## config.mk

```make
export PLATFORM = sky130hd
export DESIGN_NAME = verify_round_sequencer
export DESIGN_NICKNAME = d
export VERILOG_FILES = /design/src/rtl/picnic_verify_pkg.sv /design/src/rtl/digest_emit_buf.sv /design/src/rtl/verify_round_sequencer.sv
export SDC_FILE = /design/constraint.sdc
export NUM_CORES = 2
export LEC_CHECK = 0
export BUFFER_PORTS_ARGS = -buffer_cell sky130_fd_sc_hd__buf_2
export CAP_MARGIN = 20
export CORE_AREA = 2 2 509 511
export DETAILED_ROUTE_END_ITERATION = 8
export DIE_AREA = 0 0 511 513
export PLACE_DENSITY = 0.31
export SLEW_MARGIN = 20
export SYNTH_ARGS = -nofsm -noshare
export SYNTH_HDL_FRONTEND = slang
export SYNTH_SLANG_ARGS = --single-unit
export TNS_END_PERCENT = 1
```

## constraint.sdc

```tcl
create_clock -name clk -period 29.3 [get_ports clk]
set_input_delay 2.93 -clock clk [delete_from_list [all_inputs] [get_ports clk]]
set_output_delay 2.93 -clock clk [all_outputs]
set_load 0.05 [all_outputs]
```

## src/rtl/picnic_verify_pkg.sv

```systemverilog
// Shared constants and types for the Picnic-on-SM4 verify round sequencer.
package picnic_verify_pkg;

   localparam int T        = 250;
   localparam int DIGEST_W = 256;

   localparam logic [1:0] SEL_CH = 2'd0;
   localparam logic [1:0] SEL_CN = 2'd1;
   localparam logic [1:0] SEL_CV = 2'd2;

   typedef enum logic [2:0] {
      IDLE,
      LOAD,
      ISSUE,
      EMIT_CH,
      EMIT_CN,
      EMIT_CV,
      RELEASE,
      DONE
   } seq_state_e;

endpackage

```

## src/rtl/digest_emit_buf.sv

```systemverilog
// Three-entry latch-and-shift holding one round's Ch/Cn/Cv digests and
// presenting them in order on a valid/ready port tagged with their selector.
module digest_emit_buf #(
   parameter int DIGEST_W = picnic_verify_pkg::DIGEST_W
) (
   input  logic                clk_i,
   input  logic                rst_ni,
   input  logic                load_i,
   input  logic [DIGEST_W-1:0] ch_i,
   input  logic [DIGEST_W-1:0] cn_i,
   input  logic [DIGEST_W-1:0] cv_i,
   input  logic [7:0]          t_i,
   input  logic                last_i,
   input  logic                ready_i,
   output logic                valid_o,
   output logic [DIGEST_W-1:0] data_o,
   output logic [1:0]          sel_o,
   output logic [7:0]          t_o,
   output logic                last_o
);
   import picnic_verify_pkg::*;

   logic [1:0]          cnt_q;
   logic                last_q;
   logic [DIGEST_W-1:0] e0_q, e1_q, e2_q;
   logic [7:0]          t_q;
   logic                hs;

   assign hs = valid_o && ready_i;

   always_ff @(posedge clk_i or negedge rst_ni) begin
      if (!rst_ni) begin
         cnt_q  <= 2'd0;
         last_q <= 1'b0;
      end else if (load_i) begin
         cnt_q  <= 2'd3;
         last_q <= last_i;
      end else if (hs) begin
         cnt_q  <= cnt_q - 2'd1;
      end
   end

   // Payload registers carry no reset; outputs are gated by valid instead.
   always_ff @(posedge clk_i) begin
      if (load_i) begin
         e0_q <= ch_i;
         e1_q <= cn_i;
         e2_q <= cv_i;
         t_q  <= t_i;
      end else if (hs) begin
         e0_q <= e1_q;
         e1_q <= e2_q;
      end
   end

   always_comb begin
      sel_o = SEL_CH;
      case (cnt_q)
         2'd2:    sel_o = SEL_CN;
         2'd1:    sel_o = SEL_CV;
         default: sel_o = SEL_CH;
      endcase
   end

   assign valid_o = (cnt_q != 2'd0);
   assign data_o  = valid_o ? e0_q : '0;
   assign t_o     = valid_o ? t_q : 8'd0;
   assign last_o  = last_q && (cnt_q == 2'd1);

endmodule

```

## src/rtl/verify_round_sequencer.sv

```systemverilog
// Sequences the per-round verify function over all T repetitions and streams
// each round's Ch/Cn/Cv digests to the challenge-hash stage.
module verify_round_sequencer #(
   parameter int T        = picnic_verify_pkg::T,
   parameter int DIGEST_W = picnic_verify_pkg::DIGEST_W
) (
   input  logic                clk,
   input  logic                reset,
   input  logic                seq_start,
   input  logic [T-1:0]        challenge_mask,
   input  logic [7:0]          j_lookup,
   input  logic                round_end,
   input  logic [DIGEST_W-1:0] round_ch,
   input  logic [DIGEST_W-1:0] round_cn,
   input  logic [DIGEST_W-1:0] round_cv,
   output logic                round_start,
   output logic [7:0]          round_t,
   output logic                round_t_in_LC,
   output logic [7:0]          round_j,
   output logic                out_valid,
   input  logic                out_ready,
   output logic [DIGEST_W-1:0] out_data,
   output logic [1:0]          out_sel,
   output logic [7:0]          out_t,
   output logic                out_last,
   output logic                busy,
   output logic                done,
   output logic [7:0]          opened_count
);
   import picnic_verify_pkg::*;

   localparam logic [7:0] T_LAST = 8'(T - 1);

   seq_state_e  state_q, state_d;
   logic [T-1:0] mask_q, mask_d;
   logic [7:0]  t_q, t_d;
   logic [7:0]  j_q, j_d;
   logic        lc_q, lc_d;
   logic [7:0]  opened_q, opened_d;
   logic        load_buf;
   logic        hs;
   logic        mask_hit;

   assign hs       = out_valid && out_ready;
   assign mask_hit = |(mask_q & (T'(1'b1) << t_q));

   always_ff @(posedge clk or negedge reset) begin
      if (!reset) begin
         state_q  <= IDLE;
         mask_q   <= '0;
         t_q      <= 8'd0;
         j_q      <= 8'd0;
         lc_q     <= 1'b0;
         opened_q <= 8'd0;
      end else begin
         state_q  <= state_d;
         mask_q   <= mask_d;
         t_q      <= t_d;
         j_q      <= j_d;
         lc_q     <= lc_d;
         opened_q <= opened_d;
      end
   end

   always_comb begin
      state_d  = state_q;
      mask_d   = mask_q;
      t_d      = t_q;
      j_d      = j_q;
      lc_d     = lc_q;
      opened_d = opened_q;
      load_buf = 1'b0;
      case (state_q)
         IDLE: if (seq_start) begin
            mask_d   = challenge_mask;
            t_d      = 8'd0;
            opened_d = 8'd0;
            state_d  = LOAD;
         end
         LOAD: begin
            j_d     = j_lookup;
            lc_d    = mask_hit;
            state_d = ISSUE;
         end
         // A round_end already high on entry is accepted as this round's result.
         ISSUE: if (round_end) begin
            load_buf = 1'b1;
            if (lc_q) opened_d = opened_q + 8'd1;
            state_d  = EMIT_CH;
         end
         EMIT_CH: if (hs) state_d = EMIT_CN;
         EMIT_CN: if (hs) state_d = EMIT_CV;
         EMIT_CV: if (hs) state_d = RELEASE;
         RELEASE: if (!round_end) begin
            if (t_q == T_LAST) begin
               state_d = DONE;
            end else begin
               t_d     = t_q + 8'd1;
               state_d = LOAD;
            end
         end
         DONE:    state_d = IDLE;
         default: state_d = IDLE;
      endcase
   end

   digest_emit_buf #(.DIGEST_W(DIGEST_W)) u_emit (
      .clk_i   (clk),
      .rst_ni  (reset),
      .load_i  (load_buf),
      .ch_i    (round_ch),
      .cn_i    (round_cn),
      .cv_i    (round_cv),
      .t_i     (t_q),
      .last_i  (t_q == T_LAST),
      .ready_i (out_ready),
      .valid_o (out_valid),
      .data_o  (out_data),
      .sel_o   (out_sel),
      .t_o     (out_t),
      .last_o  (out_last)
   );

   assign round_start    = (state_q == ISSUE);
   assign round_t        = t_q;
   assign round_j        = j_q;
   assign round_t_in_LC  = lc_q;
   assign opened_count   = opened_q;
   assign busy           = (state_q != IDLE) && (state_q != DONE);
   assign done           = (state_q == DONE);

endmodule

```

Yosys cells after proc, flatten, opt, wreduce, memory -nomap -nowiden
Cells that the tools add are included.
{"block": "totals", "ff_bits": 1057, "inputBits": 1031, "output_inout_bits": 296, "wordCells": 76}
{"block": "classes", "add_sub_neg": 3, "n_eq_ne": 19, "shift": 1, "muxes": 26, "bitwise": 1, "reduce_logical": 14}
{"op": "$mux W256", "count": 5}
{"op": "$and A250 B250 Y250", "count": 1}
{"op": "$reduce_or A250 Y1", "count": 1}
{"op": "$shl A1 B8 Y250 const A", "count": 1}
{"op": "$mux W8", "count": 6}
{"op": "$pmux W8 S2", "count": 2}
{"op": "$pmux W3 S8", "count": 1}
{"op": "$mux W3", "count": 7}
{"op": "$add A8 B1 Y8 const B", "count": 2}
{"op": "$ne A2 B2 Y1 const B", "count": 7}
{"op": "$eq A3 B3 Y1 const B", "count": 4}
{"op": "$eq A8 B8 Y1 const B", "count": 1}
{"op": "$reduce_and A4 Y1", "count": 2}
{"op": "$reduce_bool A2 Y1", "count": 4}
{"op": "$eq A3 B2 Y1 const B", "count": 2}
{"op": "$reduce_and A6 Y1", "count": 1}
{"op": "$mux W2", "count": 2}
{"op": "$pmux W2 S2", "count": 1}
{"op": "$eq A3 B1 Y1 const B", "count": 1}
{"op": "$logic_and A1 B1 Y1", "count": 3}
{"op": "$logic_not A3 Y1", "count": 1}
{"op": "$ne A3 B3 Y1 const B", "count": 1}
{"op": "$reduce_bool A3 Y1", "count": 1}
{"op": "$eq A2 B1 Y1 const B", "count": 1}
{"op": "5 further kinds", "count": 6}

Depth between registers and ports, before layout
{"block": "depth", "ltp_word": 4, "depth_mapped": 14, "mapped_depth_nobuf": 9}

Hierarchy
From an unflattened synthesis, not the netlist that was laid out.
{"block": "unflattened", "hier_cells": 3195, "hier_area_um2": 44964.4}
{"mod": "digest_emit_buf", "n_inst": 1, "cells_each": 1659, "area_per_inst_um2": 31855.6, "seq_area_each_um2": 23377.4}
{"mod": "verify_round_sequencer", "n_inst": 1, "cells_each": 1536, "area_per_inst_um2": 13108.8, "seq_area_each_um2": 6956.7}

Worst setup path after synthesis
Ideal clock, no wire load.
{"block": "synth_timing", "kind": "input to register", "start": "input round_end", "end": "register u_emit.e0_q[0] (enable)", "setup_ns": 3.675, "arrival_ns": 12.136, "t_required_ns": 25.625, "setup_slack_ns": 13.488, "cell_stages": 6, "n_path_buf": 3, "path_cell_list": "nand2_1 -> or2_2 -> clkbuf_1 -> clkbuf_1 -> clkbuf_1 -> nand2_1"}
{"block": "synth_between", "elab_chain_cells": 3}
{"item": "from (decl)", "line": "verify_round_sequencer.sv:12", "text": "input logic round_end,"}
{"item": "$mux W1", "line": "verify_round_sequencer.sv:86", "text": "ISSUE: if (round_end) begin"}
{"item": "$mux W1", "line": "verify_round_sequencer.sv:73", "text": "case (state_q)"}
{"item": "$reduce_bool A2 Y1 (no source line)"}
{"item": "to (signal assigned)", "line": "digest_emit_buf.sv:46", "text": "e0_q <= ch_i;"}
{"item": "to (signal assigned)", "line": "digest_emit_buf.sv:51", "text": "e0_q <= e1_q;"}
{"item": "to (decl)", "line": "digest_emit_buf.sv:25", "text": "logic [DIGEST_W-1:0] e0_q, e1_q, e2_q;"}
No other way between the ends.
A chain may end at the register's enable or synchronous reset.

Worst setup path in the final report
{"block": "layout_timing", "start": "register u_emit.cnt_q[0]", "end": "output out_data[35]"}
{"block": "layout_between", "elab_chain_cells": 2}
{"item": "from (decl)", "line": "digest_emit_buf.sv:23", "text": "logic [1:0] cnt_q;"}
{"item": "from (signal assigned)", "line": "digest_emit_buf.sv:39", "text": "cnt_q <= cnt_q - 2'd1;"}
{"item": "$reduce_bool A2 Y1", "line": "digest_emit_buf.sv:65", "text": "assign valid_o = (cnt_q != 2'd0);"}
{"item": "$mux W256", "line": "digest_emit_buf.sv:66", "text": "assign data_o = valid_o ? e0_q : '0;"}
{"item": "to (decl)", "line": "verify_round_sequencer.sv:22", "text": "output logic [DIGEST_W-1:0] out_data,"}
No other way between the ends.

==> metrics <==
crit end category=output pin; Post-CTS Setup Inserts=0; commonest non-fill, non-tap cell in the layout=nand2_1; Vias/cell=4.03; detailed-route wire length per cell=~26 µm; IO Port Bufs=1326; DR DRC count=0; final hold violation count=0; worst min-delay path class=reg -> reg; CP Data Arrival Time=approximately 5.0 ns; met2 wire length=115000 µm; switching part of the total power=42.9%; slowest CP cell=buf_4; max layer used=met5; met3 wire len=17400 µm; fin crit period=7.88 ns; Post-synth EDFFs=between 700 and 800; clock root buffer=clkbuf_16; worst slew pin tran=between 1 and 1.5 ns; initial DRC count=2756; largest net degree at the start of global routing=approximately 210; combinational fraction of design power=a little over a third; total track usage=17.5%; Main synth FF type=edfxtp_1; First-pass DRT Iterations=7; Setup WS pre-CTS=21.10 ns; Post-Synthesis Cells=4300; startpoint types=flip-flop; routed vias=36800; GP Congestion=0.832; status=complete, no violations; clk_skew=0.0662 ns; Int Pwr=3.76 mW; Clock Power Share=about a quarter; Post-Route WL=237000 µm; Finished Cell Area=59800 µm²; RSZ-0062 raised after global routing=false; most frequent cells in the layout=2327 x nand2_1, 1325 x buf_2, 776 x edfxtp_1; Slew Limit Fails=0; total CTS buffers=143; fin crit share=a little over a quarter; P_leak=26.8 nW; CP bufs+invs=5; die width=511 µm; Final ANT Viol Nets=0; Rows=186; TNS Setup=0 ns; Worst Hold Slack=0.465 ns; post-route setup slack=21.42 ns; pwr/cell area=110 nW/µm²; Distinct cells, synth=72; CTS tree=built; post-synthesis sequential area ratio=67.8%; Power, Total=6.59 mW; Rel. slew slack=approximately 22%; Cell Area, Synth=44700 µm²; Clk Latency, worst-skew pair=0.80 ns; CP max FO=87; Core ar.=256000 µm²; Psw=2.83 mW; Max Clk Rate=127 MHz; hold-fix buffers at CTS=0; Top delay family on crit path=buffers and inverters; final setup fails=0; first-pass GRT wire length=318000 µm; I/O Pins=1327; Starting Density=between 15 and 20%; met1 wire length=~95000 µm; Post-Synthesis Net Count=5342; number of synthesized register bits=1057; Worst-path clk slew=0.05 ns; layout cells sized above 1=between 20% and 30%; Final nets=6622; P&R area growth vs syn=33.8%; Critical Path Max Stage Delay=between 0.8 and 0.9 ns; Ys Warns=0; worst vdd ir=between 40 and 50 µV; Clock Path Buffers=3; mean area per synthesized cell=10.4 µm²; grt ovf=0; post-cts resize count=0; Die Ht=513 µm; crit-path cells=inv_1 -> ha_4 -> buf_4 -> buf_4 -> buf_4 -> nor2b_1 -> buf_2; Sequential Power Share=37.2%; Final HPWL DP=about 180000 µm; Die Area=262000 µm²; clock sink count=1057; initial antenna violation count=288; kind of critical path=reg -> out; CP required=26.37 ns; H-tree levels=4; max_cap viols=0; Placed Instance Area=55100 µm²; ys async rst share=26.6%; vias in the first global route=36500; critical path's most frequent cell=buf_4
==> routing by layer <==
layer  vias up  global-route usage [%]
li1      16800                       -
met1     17800                    20.7
met2      1475                    30.2
met3       618                    5.47
met4       130                    5.39
met5         -                       0
==> power groups by stage <==
stage | clock, mW | combinational, mW | sequential [mW]
floorplan | 0 | 1.59 | 2.57
global placement | 0 | 2.47 | 2.48
detailed placement | 0 | 2.47 | 2.48
CTS | 1.79 | 2.48 | 2.46
global route | 1.85 | 2.61 | 2.51
finish | 1.73 | 2.41 | 2.45
==> worst min-delay path, delay by kind of cell, from the launching register on <==
kind             cells  cell delay, ns
and+or+nand+nor      2            0.10
DFF                  1            0.33
==> sequential cells by signal, indices dropped and copies added (netlist names) <==
register       cells
opened_count       8
u_emit.t_q         8
state_q            3
u_emit.last_q      1
mask_q           250
u_emit.e2_q      256
round_j            8
u_emit.e0_q      256
u_emit.cnt_q       2
round_t            8
u_emit.e1_q      256
round_t_in_LC      1
==> metrics by stage <==
step | std cells | utilization, %
finish | 9135 | 23.3
CTS | 9066 | 23.3
global route | 9090 | 23.3
detailed placement | 8818 | 21.5
global placement | 8818 | 21.5
floorplan | 4300 | -
==> Yosys cell counts (all sizes together) (4+ instances only) <==
library cell  instances  area, µm²
nand2              2328       8740
edfxtp              776      23300
dfrtp               281       7030
nor2b               280       1750
clkbuf              176        661
buf                  73        393
nand3                36        180
a22oi                31        233
nor2                 29        109
a21oi                26        130
mux2                 23        263
o21ai                21        105
a22o                 16        140
inv                  15       56.3
nand4                14       87.6
nor3                 14       81.3
a32oi                12        105
a31oi                11       68.8
ha                   11        138
mux2i                 8       80.1
o211ai                8       60.1
a32o                  7       70.1
xor2                  7       61.3
a222oi                6       60.1
nand2b                5       31.3
nor4b                 5       65.1
a221oi                4       35.0
and3                  4       25.0
and4b                 4       40.0
and4bb                4       50.1
nand3b                4       30.0
o2111ai               4       35.0
xnor2                 4       35.0
==> final timing paths <==
| kind | startpoint | to | slack [ns] | cells after the start |
|---|---|---|---|---|
| max in group asynchronous | reset | round_t[6] | 25.53 | 2 |
| worst min register to register | mask_q[210] | mask_q[210] | 0.47 | 2 |
| worst min-delay path | mask_q[210] | mask_q[210] | 0.47 | 2 |
| worst max-delay path | u_emit.cnt_q[0] | out_data[35] | 21.42 | 7 |
| worst max register to register | state_q[1] | u_emit.e2_q[91] | 23.47 | 8 |
| min in group asynchronous | reset | mask_q[47] | 2.16 | 1 |
==> final cells by class <==
cell class | instances | area, µm²
Sequential cell | 1057 | 30300
Tap cell | 3384 | 4230
Antenna cell | 68 | 170
Fill cell | 28200 | 196000
Clock inverter | 54 | 686
Clock buffer | 194 | 3840
Multi-Input combinational cell | 2979 | 13300
Timing Repair Buffer | 1384 | 7150
Inverter | 15 | 63.8
==> logic make-up after synthesis <==
kind of cell / count (synthesis) / synth area share, %
AND/OR/NAND/NOR: 2746 / 25.4
flip-flops: 1057 / 67.8
buffers and inverters: 264 / 2.48
AO/OA/AOI/OAI: 179 / 2.99
multiplexers: 32 / 0.817
XOR/XNOR: 11 / 0.215
adder cells (fa/ha/maj): 11 / 0.308
No activity file was read; power rests on OpenSTA's default activity.
